<file path="src/rtl/hdmi_timing_ctrl.sv">
// hdmi_timing_ctrl: free-running raster timing generator feeding three TMDS encoders.
// Latency: counters -> pix_req/pix_x/pix_y/frame_start/line_start 1 cycle; pix_req -> vde/cd_blue 1 cycle.
// Backpressure: none; dropping en lets the current frame finish (DRAIN) before stopping in IDLE.
//
// Ports:
//   pixclk      pixel clock, all registers update on its rising edge
//   rst_n       synchronous active-low reset
//   en          request to run video timing
//   pix_req     pixel fetch strobe, one cycle ahead of vde
//   pix_x/pix_y fetch column/row, zero when pix_req=0
//   frame_start one-cycle pulse at counter position (0,0), aligned with pix_req
//   line_start  one-cycle pulse at the start of each active line, aligned with pix_req
//   vde         video data enable for all three encoders
//   cd_blue     {vsync, hsync} control data for the blue-channel encoder
//   cd_other    control data for red/green encoders, always 2'b00
//   busy        high whenever the generator is not idle
//
// H_TOTAL and V_TOTAL must each be at most 1024 so they fit the 10-bit counters.
module hdmi_timing_ctrl #(
  parameter int   H_ACTIVE = 640,
  parameter int   H_FP     = 16,
  parameter int   H_SYNC   = 96,
  parameter int   H_BP     = 48,
  parameter int   V_ACTIVE = 480,
  parameter int   V_FP     = 10,
  parameter int   V_SYNC   = 2,
  parameter int   V_BP     = 33,
  parameter logic HS_POL   = 1'b0,
  parameter logic VS_POL   = 1'b0
) (
  input  logic       pixclk,
  input  logic       rst_n,
  input  logic       en,
  output logic       pix_req,
  output logic [9:0] pix_x,
  output logic [9:0] pix_y,
  output logic       frame_start,
  output logic       line_start,
  output logic       vde,
  output logic [1:0] cd_blue,
  output logic [1:0] cd_other,
  output logic       busy
);

  localparam int H_TOTAL = H_ACTIVE + H_FP + H_SYNC + H_BP;
  localparam int V_TOTAL = V_ACTIVE + V_FP + V_SYNC + V_BP;

  localparam logic [9:0] H_LAST   = 10'(H_TOTAL - 1);
  localparam logic [9:0] V_LAST   = 10'(V_TOTAL - 1);
  localparam logic [9:0] H_ACT    = 10'(H_ACTIVE);
  localparam logic [9:0] V_ACT    = 10'(V_ACTIVE);
  localparam logic [9:0] HS_FIRST = 10'(H_ACTIVE + H_FP);
  localparam logic [9:0] HS_LAST  = 10'(H_ACTIVE + H_FP + H_SYNC - 1);
  localparam logic [9:0] VS_FIRST = 10'(V_ACTIVE + V_FP);
  localparam logic [9:0] VS_LAST  = 10'(V_ACTIVE + V_FP + V_SYNC - 1);

  localparam logic [1:0] CD_IDLE  = {~VS_POL, ~HS_POL};

  typedef enum logic [1:0] {
    IDLE,
    RUN,
    DRAIN
  } state_t;

  state_t     state;
  state_t     state_nxt;
  logic [9:0] hcnt;
  logic [9:0] vcnt;
  logic [9:0] s1_hcnt;
  logic [9:0] s1_vcnt;
  logic       at_last;
  logic       running;
  logic       active;
  logic       hs_on;
  logic       vs_on;

  assign at_last = (hcnt == H_LAST) && (vcnt == V_LAST);

  // State register
  always_ff @(posedge pixclk) begin
    if (!rst_n) begin
      state <= IDLE;
    end else begin
      state <= state_nxt;
    end
  end

  // Next state; en has priority over the drain exit so a re-raise on the
  // final pixel keeps running with a normal wrap.
  always_comb begin
    state_nxt = state;
    running   = 1'b1;
    case (state)
      IDLE: begin
        running = 1'b0;
        if (en) state_nxt = RUN;
      end
      RUN: begin
        if (!en) state_nxt = DRAIN;
      end
      DRAIN: begin
        if (en)           state_nxt = RUN;
        else if (at_last) state_nxt = IDLE;
      end
      default: begin
        running   = 1'b0;
        state_nxt = IDLE;
      end
    endcase
  end

  assign busy = running;

  // Raster counters; held at the origin while idle so every start is a fresh frame.
  always_ff @(posedge pixclk) begin
    if (!rst_n || !running) begin
      hcnt <= '0;
      vcnt <= '0;
    end else if (hcnt == H_LAST) begin
      hcnt <= '0;
      vcnt <= (vcnt == V_LAST) ? 10'd0 : vcnt + 10'd1;
    end else begin
      hcnt <= hcnt + 10'd1;
    end
  end

  assign active = running && (hcnt < H_ACT) && (vcnt < V_ACT);

  // Stage 1: fetch. s1_hcnt/s1_vcnt carry the raw position so stage 2 can
  // decode sync even though pix_x/pix_y are zeroed in blanking.
  always_ff @(posedge pixclk) begin
    if (!rst_n) begin
      pix_req     <= 1'b0;
      pix_x       <= '0;
      pix_y       <= '0;
      frame_start <= 1'b0;
      line_start  <= 1'b0;
      s1_hcnt     <= '0;
      s1_vcnt     <= '0;
    end else begin
      pix_req     <= active;
      pix_x       <= active ? hcnt : 10'd0;
      pix_y       <= active ? vcnt : 10'd0;
      frame_start <= running && (hcnt == 10'd0) && (vcnt == 10'd0);
      line_start  <= running && (hcnt == 10'd0) && (vcnt < V_ACT);
      s1_hcnt     <= hcnt;
      s1_vcnt     <= vcnt;
    end
  end

  assign hs_on = (s1_hcnt >= HS_FIRST) && (s1_hcnt <= HS_LAST);
  assign vs_on = (s1_vcnt >= VS_FIRST) && (s1_vcnt <= VS_LAST);

  // Stage 2: encode. Forced to the blanking pattern while idle.
  always_ff @(posedge pixclk) begin
    if (!rst_n || !running) begin
      vde     <= 1'b0;
      cd_blue <= CD_IDLE;
    end else begin
      vde     <= pix_req;
      cd_blue <= {vs_on ? VS_POL : ~VS_POL, hs_on ? HS_POL : ~HS_POL};
    end
  end

  assign cd_other = 2'b00;

endmodule
</file>
<file path="config.mk">
export PLATFORM = sky130hd
export DESIGN_NAME = hdmi_timing_ctrl
export DESIGN_NICKNAME = d
export VERILOG_FILES = /design/src/rtl/hdmi_timing_ctrl.sv
export SDC_FILE = /design/constraint.sdc
export NUM_CORES = 1
export LEC_CHECK = 0
export CELL_PAD_IN_SITES_DETAIL_PLACEMENT = 2
export CELL_PAD_IN_SITES_GLOBAL_PLACEMENT = 2
export CORE_UTILIZATION = 33
export DETAILED_ROUTE_END_ITERATION = 10
export PLACE_DENSITY_LB_ADDON = 0.1
export SKIP_CTS_REPAIR_TIMING = 1
export SLEW_MARGIN = 20
export SYNTH_ARGS = -nofsm -noshare
export SYNTH_HDL_FRONTEND = slang
export SYNTH_SLANG_ARGS = --single-unit
</file>
<file path="constraint.sdc">
create_clock -name pixclk -period 2.8 [get_ports pixclk]
set_clock_uncertainty 0.15 [all_clocks]
set_input_delay 0.7 -clock pixclk [delete_from_list [all_inputs] [get_ports pixclk]]
set_output_delay 0.7 -clock pixclk [all_outputs]
set_load 0.1 [all_outputs]
</file>
# Yosys cells after proc, flatten, opt, wreduce, memory -nomap -nowiden
# Cells that the tools add are included.
[totals]
ram_bits = 0
romBits = 0
n_memories = 0
regBits = 68
latchBits = 0
input_bits = 3
word_cells = 54
[op_classes]
shifts = 0
bitwise_logic = 0
n_eq_ne = 7
n_mux = 9
n_div = 0
n_reduce_logical = 18
n_addsub = 2
n_lt_le_gt_ge = 6
mul = 0
[op_table]
columns = ["op", "n"]
rows = [
  ["$add 10x1->10 const B", 2],
  ["$eq 10x10->1 const B", 2],
  ["$logic_not 10->1", 2],
  ["$ge 10x10->1 const B", 1],
  ["$ge 10x9->1 const B", 1],
  ["$le 10x10->1 const B", 1],
  ["$le 10x9->1 const B", 1],
  ["$lt 10x10->1 const B", 1],
  ["$lt 10x9->1 const B", 1],
  ["$mux 10", 1],
  ["$logic_and 1x1->1", 8],
  ["$mux 2", 4],
  ["$pmux 2 s3", 1],
  ["$ne 2x2->1 const B", 2],
  ["$reduce_or 2->1", 2],
  ["$mux 1", 3],
  ["$ne 3x3->1 const B", 1],
  ["$reduce_and 3->1", 1],
  ["$eq 2x1->1 const B", 1],
  ["$eq 2x2->1 const B", 1],
  ["$logic_not 1->1", 2],
  ["$logic_not 2->1", 1],
  ["$reduce_and 2->1", 1],
  ["$logic_or 1x1->1", 1],
]

# Longest topological paths before layout
[logic_depth]
ltp_word = 6
mapped_depth = 7
mapped_depth_nobuf = 6

# Least setup slack after synthesis
# No wires, ideal clock.
[synth_path]
path_type = "register to register"
start = "register state[0]"
end = "register pix_y[0]"
path_stages_with_launch = 8
slack_ns = 0.337
arrival_ns = 2.254
n_path_buf = 1
cell_sequence = "dfxtp_1 inv_1 ha_1 nand2_1 nor2_1 and3_1 clkbuf_1 and2_1"
[synth_between]
elab_chain_cells = 6
elab_cells_between_ends = 7
[synth_rtl]
columns = ["element", "line", "text"]
rows = [
  ["start: declaration", "65", "state_t state;"],
  ["start signal: assignment", "84", "state <= state_nxt;"],
  ["$eq 2x2->1 / $eq 2x1->1 (equally long branches)", "93", "case (state)"],
  ["$reduce_or 2->1 (no source line) *", "n/a", ""],
  ["$mux 1 *", "93", ""],
  ["named net busy", "42", "output logic busy"],
  ["$logic_and 1x1->1 * (2 in a row)", "127", "assign active = running && (hcnt < H_ACT) && (vcnt < V_ACT);"],
  ["$reduce_and 2->1 (no source line) *", "n/a", ""],
  ["end signal: assignment", "143", "pix_y <= active ? vcnt : 10'd0;"],
  ["end: declaration", "36", "output logic [9:0] pix_y,"],
]
# The timed path passes the listed nets; every way through them passes the cells marked *.
# A chain may end at the register's enable or synchronous reset.

# Final worst setup path
[layout_path]
start = "register state[0]"
end = "output busy"
[layout_between]
elab_chain_cells = 3
elab_cells_between_ends = 4
[layout_rtl]
columns = ["element", "line"]
rows = [
  ["$eq 2x2->1 / $eq 2x1->1 (equally long branches)", "93"],
  ["$reduce_or 2->1 (no source line) *", "n/a"],
  ["$mux 1 *", "93"],
  ["end: declaration", "42"],
]
# Every way passes the cells marked *; elsewhere a longest branch is shown, timed or not.

==> metrics.md <==
| Metric | Value |
|---|---|
| R2R Path End | `vcnt[9]` |
| Critical Path Fanout Max | `5` |
| Hpwl dp | `3.86 mm` |
| R2R depth | `5` |
| Slew Viols, Final | `0` |
| Sequential Power Share | `43.6%` |
| NumNets Final | `284` |
| Post-synth top area cell | `dfxtp_1` |
| Final Hold Viols | `0` |
| Synth cell types | `29` |
| Initial Utilization | `34.0%` |
| Clock root buffer | `clkbuf_8` |
| Setup CP Type | `register to output port` |
| Net Sw Frac | `36.9%` |
| Die Span Y | `85.7 um` |
| Async SR Flop Fraction | `0%` |
| Via density per instance | `4.54` |
| Port-buffer cells | `29` |
| Reg clk slew, reported paths | `70 ps` |
| CTS HTree Levels | `3` |
| Pleak | `1.10 nW` |
| Largest net degree at the start of global routing | `21` |
| Antenna violations before repair | `0` |
| Detailed Routing Iterations Pass 1 | `4` |
| Synth top area share | `54.5%` |
| # IOs | `32` |
| CP Capture Type | `output port` |
| CTS buffer count | `9` |
| Sequential share of the synthesized area | `54.5%` |
| Yosys warnings | `0` |
| FILL cells | `761` |
| Syn Inst Count | `235` |
| DR WL/cell | `14.5 um` |
| Routed Antenna Nets | `0` |
| Synthesized cell area | `2310 um^2` |
| Commonest cells after routing, fill and taps aside | `dfxtp_1 (63), and2_1 (34), buf_4 (33)` |
| Number of global-route vias before repair | `1757` |
| Outcome | `finished clean` |
| Startpoint Class | `register` |
| Crit path DAT | `1490 ps` |
| Grt met1 use | `21.2%` |
| RSZ-0062 raised after global routing | `no` |
| GR Layer Usage met2 | `26.1%` |
| Setup TNS | `0 ps` |
| DRC viols | `0` |
| GR Overflow Total | `0` |
| Flops & latches, synth | `63` |
| Ant. Diodes | `0` |
| Die Width | `85.7 um` |
| Top cells by area, synth | `dfxtp_1 (55%), and2_1 (9.2%), ha_1 (4.9%), xnor2_1 (4.2%), nor2_1 (3.4%)` |
| Number of flops mapped to enable cells by yosys | `0` |
| Via count | `1692` |
| First-pass GRT wire length | `9.10 mm` |
| Clock Latency Late Sink | `340 ps` |
| Met3 Use GR | `5.49%` |
| Total Routing Usage GR | `16.6%` |
| Worst vdd ir | `258 uV` |
| Die outline area | `7350 um^2` |
| Clock Path Buffers | `2` |
| Pwr Density | `786 nW/um^2` |
| DR iter-0 viols | `60` |
| TritonCTS clock tree | `done` |
| Pint | `1.40 mW` |
| GPL Wtd Cong | `0.706` |
| Hold EP | `cd_blue[1]` |
| Final Setup Violations | `0` |
| Most common cell after layout, fill and taps aside | `dfxtp_1` |
| Number of placement rows | `30` |
| WHS | `246 ps` |
| DP Area | `2650 um^2` |
| Ys flop type | `dfxtp_1` |
| Slew headroom | `63.0%` |
| Combinational Power Share | `25.1%` |
| Fin area | `2820 um^2` |
| Minimum clock period | `2340 ps` |
| Max cap viols | `0` |
| Min-delay src | `s1_vcnt[3]` |
| WP data required | `1950 ps` |
| Worst r2r src | `hcnt[0]` |
| Worst slew pin tran | `550 ps` |
| Hold Crit Class | `register to register` |
| Fmax | `428 MHz` |
| Top Usage Layer GRT | `met2` |
| P&R area growth vs syn | `22.1%` |
| WL final | `5.39 mm` |
| Clock Power Share | `31.2%` |
| Hold path cells | `1` |
| Core area | `6790 um^2` |
| CTS sink cnt | `63` |
| Tcrit/Tclk final | `83.5%` |
| Mean post-synth cell area | `9.84 um^2` |
| Internal reg-to-reg setup slack | `530 ps` |
| Switch Pwr | `819 uW` |
| Ratio of cells with drive above 1 in the final layout | `19.1%` |
## Yosys cell counts (2+ instances only)
master and n:
a21oi_1 5, and2_1 34, and3_1 3, buf_4 2, clkbuf_1 8, dfxtp_1 63, ha_1 9, inv_1 11
mux2i_1 4, nand2_1 11, nand3_1 12, nand4_1 3, nand4b_1 3, nor2_1 21, nor3_1 4, nor4_1 9
o21ai_0 4, or3_1 6, xnor2_1 11, xor2_1 3
## cell families (layout without fill, tap and decap cells)
kind of cell | after synthesis | count (layout) | share of synthesized area (%)
compound gates | 11 | 11 | 2.81
xor+xnor | 14 | 14 | 5.30
fa+ha+maj | 9 | 9 | 4.87
buf+inv | 22 | 62 | 4.22
flops | 63 | 63 | 54.5
mux | 4 | 4 | 1.73
other cells | 1 | 3 | 0.162
simple gates | 111 | 111 | 26.4
## layer usage
layer | share of wire (%) | up-vias
met4 | 1.6 | 0
met2 | 47 | 23
met1 | 49 | 819
li1 | - | 842
met3 | 3.1 | 8
met5 | 0 | -
## registers in the layout, summed over array words and instances (netlist names), 2 cells and up
| signal | cells |
|---|---|
| s1_hcnt | 6 |
| vcnt | 10 |
| s1_vcnt | 9 |
| pix_y | 10 |
| pix_x | 10 |
| hcnt | 10 |
| cd_blue | 2 |
| state | 2 |
## worst max path at each step
stage / start / to / slack (ps) / cells after the start
finish: state[0] / busy / 460 / 3
global route: hcnt[0] / vcnt[7] / 350 / 5
global placement: rst_n / frame_start / 440 / 6
detailed placement: rst_n / frame_start / 410 / 6
floorplan: state[0] / pix_y[0] / 340 / 7
CTS: state[0] / busy / 410 / 3
## cell type report
class / instances / area (um^2) / share of cell area, %
clock inverters: 7 / 48.8 / 1.73
repair buffers: 35 / 268 / 9.48
well taps: 96 / 120 / 4.25
flip-flops and latches: 63 / 1260 / 44.7
multi-input cells: 152 / 961 / 34.0
inverters: 11 / 41.3 / 1.46
clock buffers: 9 / 124 / 4.39
## critical path, stage by stage (launching register included)
cell     delay [ps]
dfxtp_1         420
inv_1            90
ha_1            330
buf_4           300
## metrics by stage
step	instances	setup WS, ps	util (%)	power, mW
after floorplan	237	337	-	1.40
after global placement	357	437	39.0	1.55
after detailed placement	357	414	39.0	1.56
after CTS	373	414	41.6	2.27
after global routing	373	346	41.6	2.34
final	373	463	41.6	2.22
## power by group through the flow
stage | combinational [mW] | sequential [mW] | clock (mW)
floorplan | 0.275 | 1.12 | 0
global placement | 0.563 | 0.988 | 0
detailed placement | 0.571 | 0.992 | 0
CTS | 0.571 | 0.970 | 0.726
global route | 0.598 | 0.974 | 0.772
finish | 0.558 | 0.969 | 0.693
Power figures use the tool's default switching activity.
